<file path="src/rtl/gate_cursor_ctrl.sv">
// Grid cursor driven by five debounced push-buttons, with auto-repeat on the arrow keys.
// Latency DB_CYCLES+3 clocks from a stable raw press to the cursor change; no backpressure.
module gate_cursor_ctrl #(
    parameter int COLS          = 8,
    parameter int ROWS          = 3,
    parameter int DB_CYCLES     = 1000000,
    parameter int REPEAT_DELAY  = 50000000,
    parameter int REPEAT_PERIOD = 15000000,
    parameter int VWRAP         = 0
) (
    input  logic                                     clock,
    input  logic                                     reset,
    input  logic                                     btn_l,
    input  logic                                     btn_r,
    input  logic                                     btn_u,
    input  logic                                     btn_d,
    input  logic                                     btn_c,
    output logic [$clog2(COLS)-1:0]                  cursor_col,
    output logic [((ROWS > 1) ? $clog2(ROWS) : 1)-1:0] cursor_row,
    output logic [$clog2(COLS*ROWS+1)-1:0]           cursor_index,
    output logic                                     moved,
    output logic                                     select_pulse,
    output logic [$clog2(COLS*ROWS+1)-1:0]           select_index
);

    localparam int CW   = $clog2(COLS);
    localparam int RW   = (ROWS > 1) ? $clog2(ROWS) : 1;
    localparam int IW   = $clog2(COLS*ROWS+1);
    localparam int DBW  = $clog2(DB_CYCLES+1);
    localparam int RMAX = (REPEAT_DELAY > REPEAT_PERIOD) ? REPEAT_DELAY : REPEAT_PERIOD;
    localparam int RPW  = $clog2(RMAX+1);

    // Button bit order: 0=left 1=right 2=up 3=down 4=centre
    logic [4:0] btn_raw;
    assign btn_raw = {btn_c, btn_d, btn_u, btn_r, btn_l};

    logic [4:0]     sync1_q, sync2_q;
    logic [4:0]     db_q, db_d, dbp_q;
    logic [DBW-1:0] dbc_q [5];
    logic [DBW-1:0] dbc_d [5];
    logic [RPW-1:0] rc_q [4];
    logic [RPW-1:0] rc_d [4];
    logic [3:0]     rfirst_q, rfirst_d;
    logic [3:0]     rpt;
    logic [4:0]     press;
    logic [4:0]     ev_q, ev_d;
    logic [RPW-1:0] lim;

    logic [CW-1:0]  col_q, col_d;
    logic [RW-1:0]  row_q, row_d;
    logic           moved_q, moved_d;
    logic           sel_q, sel_d;
    logic [IW-1:0]  seli_q, seli_d;

    always_comb begin
        db_d = db_q;
        for (int i = 0; i < 5; i++) begin
            dbc_d[i] = '0;
            if (sync2_q[i] != db_q[i]) begin
                if (dbc_q[i] == DBW'(DB_CYCLES-1)) begin
                    db_d[i] = sync2_q[i];
                end else begin
                    dbc_d[i] = dbc_q[i] + DBW'(1);
                end
            end
        end
    end

    assign press = db_q & ~dbp_q;

    // Repeat counter runs from the press cycle; the first interval is REPEAT_DELAY, then REPEAT_PERIOD.
    always_comb begin
        rpt      = '0;
        rfirst_d = rfirst_q;
        lim      = '0;
        for (int i = 0; i < 4; i++) begin
            rc_d[i]     = '0;
            rfirst_d[i] = 1'b1;
            if (db_q[i]) begin
                lim = rfirst_q[i] ? RPW'(REPEAT_DELAY) : RPW'(REPEAT_PERIOD);
                if ((REPEAT_DELAY > 0) && (rc_q[i] == lim)) begin
                    rpt[i]      = 1'b1;
                    rc_d[i]     = RPW'(1);
                    rfirst_d[i] = 1'b0;
                end else begin
                    rc_d[i]     = rc_q[i] + RPW'(1);
                    rfirst_d[i] = rfirst_q[i];
                end
            end
        end
    end

    assign ev_d = {press[4], press[3:0] | rpt};

    assign cursor_index = IW'(int'(row_q) * COLS + int'(col_q) + 1);

    always_comb begin
        col_d  = col_q;
        row_d  = row_q;
        sel_d  = 1'b0;
        seli_d = seli_q;
        if (ev_q[0]) begin
            col_d = (col_q == '0) ? CW'(COLS-1) : col_q - CW'(1);
        end else if (ev_q[1]) begin
            col_d = (col_q == CW'(COLS-1)) ? '0 : col_q + CW'(1);
        end else if (ev_q[2]) begin
            if (row_q == '0) begin
                row_d = (VWRAP != 0) ? RW'(ROWS-1) : row_q;
            end else begin
                row_d = row_q - RW'(1);
            end
        end else if (ev_q[3]) begin
            if (row_q == RW'(ROWS-1)) begin
                row_d = (VWRAP != 0) ? '0 : row_q;
            end else begin
                row_d = row_q + RW'(1);
            end
        end
        moved_d = (col_d != col_q) || (row_d != row_q);
        // Select captures the index as it stood before any coincident move.
        if (ev_q[4]) begin
            sel_d  = 1'b1;
            seli_d = cursor_index;
        end
    end

    always_ff @(posedge clock) begin
        if (reset) begin
            sync1_q  <= '0;
            sync2_q  <= '0;
            db_q     <= '0;
            dbp_q    <= '0;
            ev_q     <= '0;
            rfirst_q <= '1;
            for (int i = 0; i < 5; i++) dbc_q[i] <= '0;
            for (int i = 0; i < 4; i++) rc_q[i] <= '0;
            col_q    <= '0;
            row_q    <= '0;
            moved_q  <= 1'b0;
            sel_q    <= 1'b0;
            seli_q   <= IW'(1);
        end else begin
            sync1_q  <= btn_raw;
            sync2_q  <= sync1_q;
            db_q     <= db_d;
            dbp_q    <= db_q;
            ev_q     <= ev_d;
            rfirst_q <= rfirst_d;
            for (int i = 0; i < 5; i++) dbc_q[i] <= dbc_d[i];
            for (int i = 0; i < 4; i++) rc_q[i] <= rc_d[i];
            col_q    <= col_d;
            row_q    <= row_d;
            moved_q  <= moved_d;
            sel_q    <= sel_d;
            seli_q   <= seli_d;
        end
    end

    assign cursor_col   = col_q;
    assign cursor_row   = row_q;
    assign moved        = moved_q;
    assign select_pulse = sel_q;
    assign select_index = seli_q;

endmodule
</file>
<file path="config.mk">
export PLATFORM = sky130hd
export DESIGN_NAME = gate_cursor_ctrl
export DESIGN_NICKNAME = d
export VERILOG_FILES = /design/src/rtl/gate_cursor_ctrl.sv
export SDC_FILE = /design/constraint.sdc
export NUM_CORES = 1
export LEC_CHECK = 0
export ABC_AREA = 1
export BUFFER_PORTS_ARGS = -buffer_cell sky130_fd_sc_hd__buf_2
export CAP_MARGIN = 20
export CORE_MARGIN = 2
export CORE_UTILIZATION = 30
export CTS_CLUSTER_SIZE = 12
export DETAILED_ROUTE_END_ITERATION = 6
export GPL_TIMING_DRIVEN = 0
export PLACE_DENSITY_LB_ADDON = 0.25
export SYNTH_ARGS = -nofsm -noshare
export SYNTH_HDL_FRONTEND = slang
export SYNTH_SLANG_ARGS = --single-unit
</file>
<file path="constraint.sdc">
create_clock -name clock -period 5.4 [get_ports clock]
set_clock_uncertainty 0.2 [all_clocks]
set_input_delay 0.54 -clock clock [delete_from_list [all_inputs] [get_ports clock]]
set_output_delay 0.54 -clock clock [all_outputs]
set_load 0.01 [all_outputs]
</file>
# Word-level counts from Yosys, hierarchy flattened
# Memories as Yosys holds them, arrays and structs flattened.
# Index checks and enable logic that the tools add are counted.
classes:
  addsub: 15
  n_eq_ne: 18
  mux: 53
  bitwise: 16
  n_reduce_logical: 12
ops:
  columns: ["operator", "n"]
  rows:
  - ["26-bit 2-to-1 mux", 16]
  - ["20-bit 2-to-1 mux", 15]
  - ["26-bit by 1-bit adder with 26-bit output, second input constant", 4]
  - ["26-bit == test", 4]
  - ["20-bit by 1-bit adder with 20-bit output, second input constant", 5]
  - ["20-bit == test, second input constant", 5]
  - ["1-bit 2-to-1 mux", 12]
  - ["2-bit 2-to-1 mux", 6]
  - ["3-bit 2-to-1 mux", 4]
  - ["2-bit AND reduction", 5]
  - ["1-bit bitwise OR", 9]
  - ["2-bit OR reduction", 4]
  - ["5-bit by 1-bit adder with 5-bit output, second input constant", 1]
  - ["5-bit by 3-bit adder with 5-bit output", 1]
  - ["5-bit bitwise AND", 1]
  - ["1-bit != test", 5]
  - ["5-bit inverter", 1]
  - ["1-bit inverter", 4]
  - ["4-bit bitwise OR", 1]
  - ["3-bit by 1-bit adder with 3-bit output, second input constant", 1]
  - ["3-bit == test, second input constant", 1]
  - ["3-bit zero test", 1]
  - ["3-bit != test", 1]
  - ["3-bit by 1-bit subtractor with 3-bit output, second input constant", 1]
  - ["6 further kinds", 6]
totals:
  regBits: 41
  ramBits: 204
  inputBits: 7
  out_inout_bits: 17
  word_cells: 134
  memories: 2
mem_list:
  columns: ["memory", "words", "word_bits", "read_ports", "rd_clocked_by_memory_dff", "wr", "line", "source"]
  rows:
  - ["rc_q", 4, 26, 4, 0, 4, "41", "logic [RPW-1:0] rc_q [4];"]
  - ["dbc_q", 5, 20, 5, 0, 5, "39", "logic [DBW-1:0] dbc_q [5];"]

# Longest topological paths before layout
depth:
  word_depth: 8
  mapped_depth: 11
  mapped_depth_nobuf: 11

# Worst setup path after synthesis
# OpenSTA, ideal clock, no wires.
synth_path:
  path_kind: "register to register"
  startpoint: "reg col_q[0] (netlist: cursor_col[0])"
  endpoint: "reg moved_q (netlist: moved)"
  setup_time_ns: 0.128
  arrival_ns: 1.552
  t_required_ns: 5.072
  setup_slack_ns: 3.520
  path_stages_with_launch: 12
  n_path_buf: 0
  period_less_slack_ns: 1.880
  cell_sequence: "dfxtp_1 inv_1 ha_1 nand2_1 inv_1 nand2_1 nand3_1 nand2_1 nand2_1 nand3_1 nor2_1 nor2_1"
synth_between:
  elab_chain_cells: 6
  elab_cells_between_ends: 10
  cone_classes: "add/sub (2); eq/ne (2); mux (4); reduce/logical (2)"
synth_lines:
  columns: ["element", "line", "source"]
  rows:
  - ["start, declared", "49", "logic [CW-1:0] col_q, col_d;"]
  - ["start signal, assigned", "151", "col_q <= col_d;"]
  - ["3-bit by 1-bit adder with 3-bit output or 3-bit == test (tied branches)", "105", "col_d = (col_q == CW'(COLS-1)) ? '0 : col_q + CW'(1);"]
  - ["3-bit 2-to-1 mux", "105", null]
  - ["3-bit 2-to-1 mux", "104", "end else if (ev_q[1]) begin"]
  - ["3-bit 2-to-1 mux", "102", "if (ev_q[0]) begin"]
  - ["3-bit != test (*)", "119", "moved_d = (col_d != col_q) || (row_d != row_q);"]
  - ["1-bit logical OR (*)", "119", null]
  - ["end signal, assigned", "153", "moved_q <= moved_d;"]
  - ["end, declared", "51", "logic moved_q, moved_d;"]
# Every way passes the cells marked *; elsewhere a longest branch is shown, timed or not.
# A chain may end at the register's enable or synchronous reset.

# Worst setup path in the final report
layout_path:
  startpoint: "reg col_q[0] (netlist: cursor_col[0])"
  endpoint: "out cursor_index[4]"
layout_between:
  elab_chain_cells: 2
layout_lines:
  columns: ["element", "line", "source"]
  rows:
  - ["5-bit by 3-bit adder with 5-bit output", "95", "assign cursor_index = IW'(int'(row_q) * COLS + int'(col_q) + 1);"]
  - ["5-bit by 1-bit adder with 5-bit output", "95", null]
  - ["end, declared", "20", "output logic [$clog2(COLS*ROWS+1)-1:0] cursor_index,"]
# Every way passes these cells.

==> run_results.csv <==
group,metric,value,unit
run_status,status,"complete, but fails checks",
run_status,violations,"DRC",
sta,final_hold_viol_count,0,
critical_path,critPathLaunch,"cursor_col[0]$_SDFF_PP0_",
critical_path,cpPeakStageDelay,0.49,ns
logic_synthesis,synth_top_area_share,39.73,%
finish,design_area,14010,um2
clocking,h-tree-depth,1,
finish,syn2layout_area_growth,13.46,%
clocking,cts_made_buffers,29,
critical_path,reg2regPathDepth,7,
grt,grt_overflow,0,
critical_path,worstPathArrival,1.89,ns
place,place_area,13120,um2
hold_path,hp-class,"in -> reg",
logic_synthesis,avgSynthCellArea,6.828,um2
clocking,clock-sinks,245,
logic_synthesis,ys_seq_area_share,39.73,%
critical_path,r2r_end,"dbc_q[0][29]$_SDFF_PP0_",
route,viasPerCell,4.508,
place,gp_congestion,0.8714,
grt,grt_usage,13.58,%
route,drc,1,
route,antenna_left,0,
clocking,cts_resized,0,
run,cap_violations,0,
sta,setup_viol,0,
sta,finalMaxSlewViolations,0,
grt,grtUsageMet1,17.66,%
logic_synthesis,yosys_warnings,0,
critical_path,r2r_slack,3.36,ns
finish,final_cell_mix,"nand2_1, nor2_1, dfxtp_1",
critical_path,end_kind,"primary output",
grt,grtUsageMet3,2.135,%
place,place_hpwl,21.04,mm
clocking,cts_tree,"built",
critical_path,crit_buf_inv,1,
sta,finalCritPeriodShare,48.68,%
finish,layout_commonest_cell,"nand2_1",
grt,grt-busiest-layer,"met2",
power,p_total,3637,uW
clocking,root_buffer,"clkbuf_16",
sta,rsz0062_at_grt,"false",
grt,grt_max_degree,15,
logic_synthesis,synthTopCellsByArea,"dfxtp_1, nand2_1, nor2_1",
clocking,clock_latency,0.55,ns
critical_path,worst_path_max_delay_cell,"dfxtp_1",
logic_synthesis,yosysUniqueCellTypes,41,
clocking,clkTransAtPathRegs,0.06,ns
floorplanning,start_util,30.30,%
logic_synthesis,yosys_register_bits,245,
grt,antenna_found_initial,0,
sta,setup_tns,0,ns
power,power_density,259.7,nW/um2
sta,fmax,380.4,MHz
sta,whs,0.02581,ns
power,p_leak,0.004659,uW
grt,grt_pass1_vias,10278,
floorplanning,die_w,206.9,um
logic_synthesis,synth_area,12350,um2
place,portBuffers,22,
finish,final_nets,1891,
sta,min_period,2.629,ns
power,ir_drop,0.2241,mV
critical_path,worstPathMaxFanout,8,
critical_path,startpoint_type,"register",
logic_synthesis,yosysTopAreaCell,"dfxtp_1",
sta,relSlewSlack,65.89,%
floorplanning,die_y,206.9,um
clocking,post_cts_buffers,0,
route,wl,28.10,mm
logic_synthesis,syn-instance-count,1808,
grt,use_met2,22.88,%
grt,grt_pass1_wl,48.50,mm
floorplanning,rows,74,
sta,worst_pin_slew,0.5117,ns
route,wl_per_cell,11.64,um
floorplanning,fp.coreArea,40740,um2
route,drtPass1Iterations,7,
floorplanning,die_area,42790,um2
critical_path,cp_cell_sequence,"ha_1, nand3_1, xor2_1, buf_2",
finish,layout-drive-gt1-share,7.337,%
route,drt_iter0_drc,565,
critical_path,cp_num_cells,4,
sta,fin_ws,2.771,ns
route,vias,10877,
clocking,clockBufferDepth,3,
critical_path,r2r_start,"dbc_q[0][20]$_SDFF_PP0_",
finish,num_antenna_cells,0,
critical_path,crit_family,"flip-flops",
logic_synthesis,synth_nets,1835,
clocking,ctsHoldBuffers,3,
critical_path,critPathCapture,"cursor_index[4]",
critical_path,path_class,"reg -> out",
floorplanning,io_pins,24,
place,place_worst_setup_slack,3.305,ns
critical_path,cp.required,4.66,ns
metrics by stage:
| stage | instances | util, % |
|---|---|---|
| after CTS | 2413 | 34.38 |
| after global routing | 2413 | 34.38 |
| final | 2413 | 34.38 |
| after floorplan | 1808 | - |
| after detailed placement | 2362 | 32.21 |
| after global placement | 2362 | 32.21 |
per-layer routing:
metal  wire (um)  share of wire (%)  up-vias
met4         723                2.6        0
met5           0                  0        -
met1       13550                 48     4922
met3        1165                4.1       44
met2       12660                 45      166
li1            -                  -     5745
worst reg2reg max path: cells and delay by family, from the launching register on:
family / cells / cell delay [ns]
flip-flops: 1 / 0.35
AND/OR/NAND/NOR: 5 / 0.90
adder cells (fa/ha/maj): 1 / 0.27
buffers and inverters: 1 / 0.22
sequential cells by signal (all words and copies together), names as in the netlist, 2 cells and up:
signal        cells
cursor_col        3
cursor_row        2
db_q              5
dbc_q           100
dbp_q             5
ev_q              5
rc_q            104
rfirst_q          4
select_index      5
sync1_q           5
sync2_q           5
cell usage after synthesis:
cell type,instances
buf_1,2
buf_2,12
nand3b_1,19
xnor2_1,39
nor3b_2,1
ha_1,20
inv_2,13
o31ai_1,1
buf_6,1
buf_4,5
a31oi_1,1
nor2_4,7
o21ai_1,1
nand2_4,1
nor3_1,74
o211ai_1,2
dfxtp_1,245
nor4_1,5
nand4_2,1
nor3b_1,2
a21oi_1,58
nand2_2,9
xor2_1,73
nand2_1,405
nor2_1,379
nand3_4,2
or2_1,1
nor2_2,11
or2_2,4
nor3_4,1
a41oi_1,1
clkinv_1,2
nand4_1,44
nor3_2,5
o21bai_1,2
o21ai_0,21
or3_1,1
or2_0,3
nand3_2,5
nand3_1,99
inv_1,230
where the power goes:
group	leakage [uW]	switching [uW]	internal (uW)
Sequential	0.00197	2.29	1810
Clock	0.000421	751	1050
Combinational	0.00226	16.4	8.25
cells by family (layout without fill, tap and decap cells):
kind of cell	count (synthesis)	in the layout	share of synthesized area (%)
AOI/OAI and AO/OA	87	87	3.669
buffers and inverters	265	338	8.392
DFF	245	245	39.73
and+or+nand+nor	1079	1079	38.24
xor gates and xnor gates	112	112	7.946
adders and majority gates	20	20	2.027
how the worst min path moves through the flow:
stage                              from                     to  slack (ns)  cells past startpoint
floorplan           dbp_q[4]$_SDFF_PP0_     ev_q[4]$_SDFF_PP0_        0.17                      1
global placement    dbp_q[4]$_SDFF_PP0_     ev_q[4]$_SDFF_PP0_        0.18                      1
detailed placement  dbp_q[4]$_SDFF_PP0_     ev_q[4]$_SDFF_PP0_        0.19                      1
CTS                               btn_r  sync1_q[1]$_SDFF_PP0_       0.002                      3
global route                      btn_r  sync1_q[1]$_SDFF_PP0_        0.03                      3
finish                            btn_r  sync1_q[1]$_SDFF_PP0_        0.03                      3
area by class of cell:
class,count,area [um2]
Fill cell,4425,26730
Multi-Input combinational cell,1298,6405
Sequential cell,245,4905
Inverter,245,919.6
Clock buffer,44,832.0
Tap cell,532,665.6
Timing Repair Buffer,25,140.1
Buffer,20,116.4
Clock inverter,4,23.77
Power figures use the tool's default switching activity.
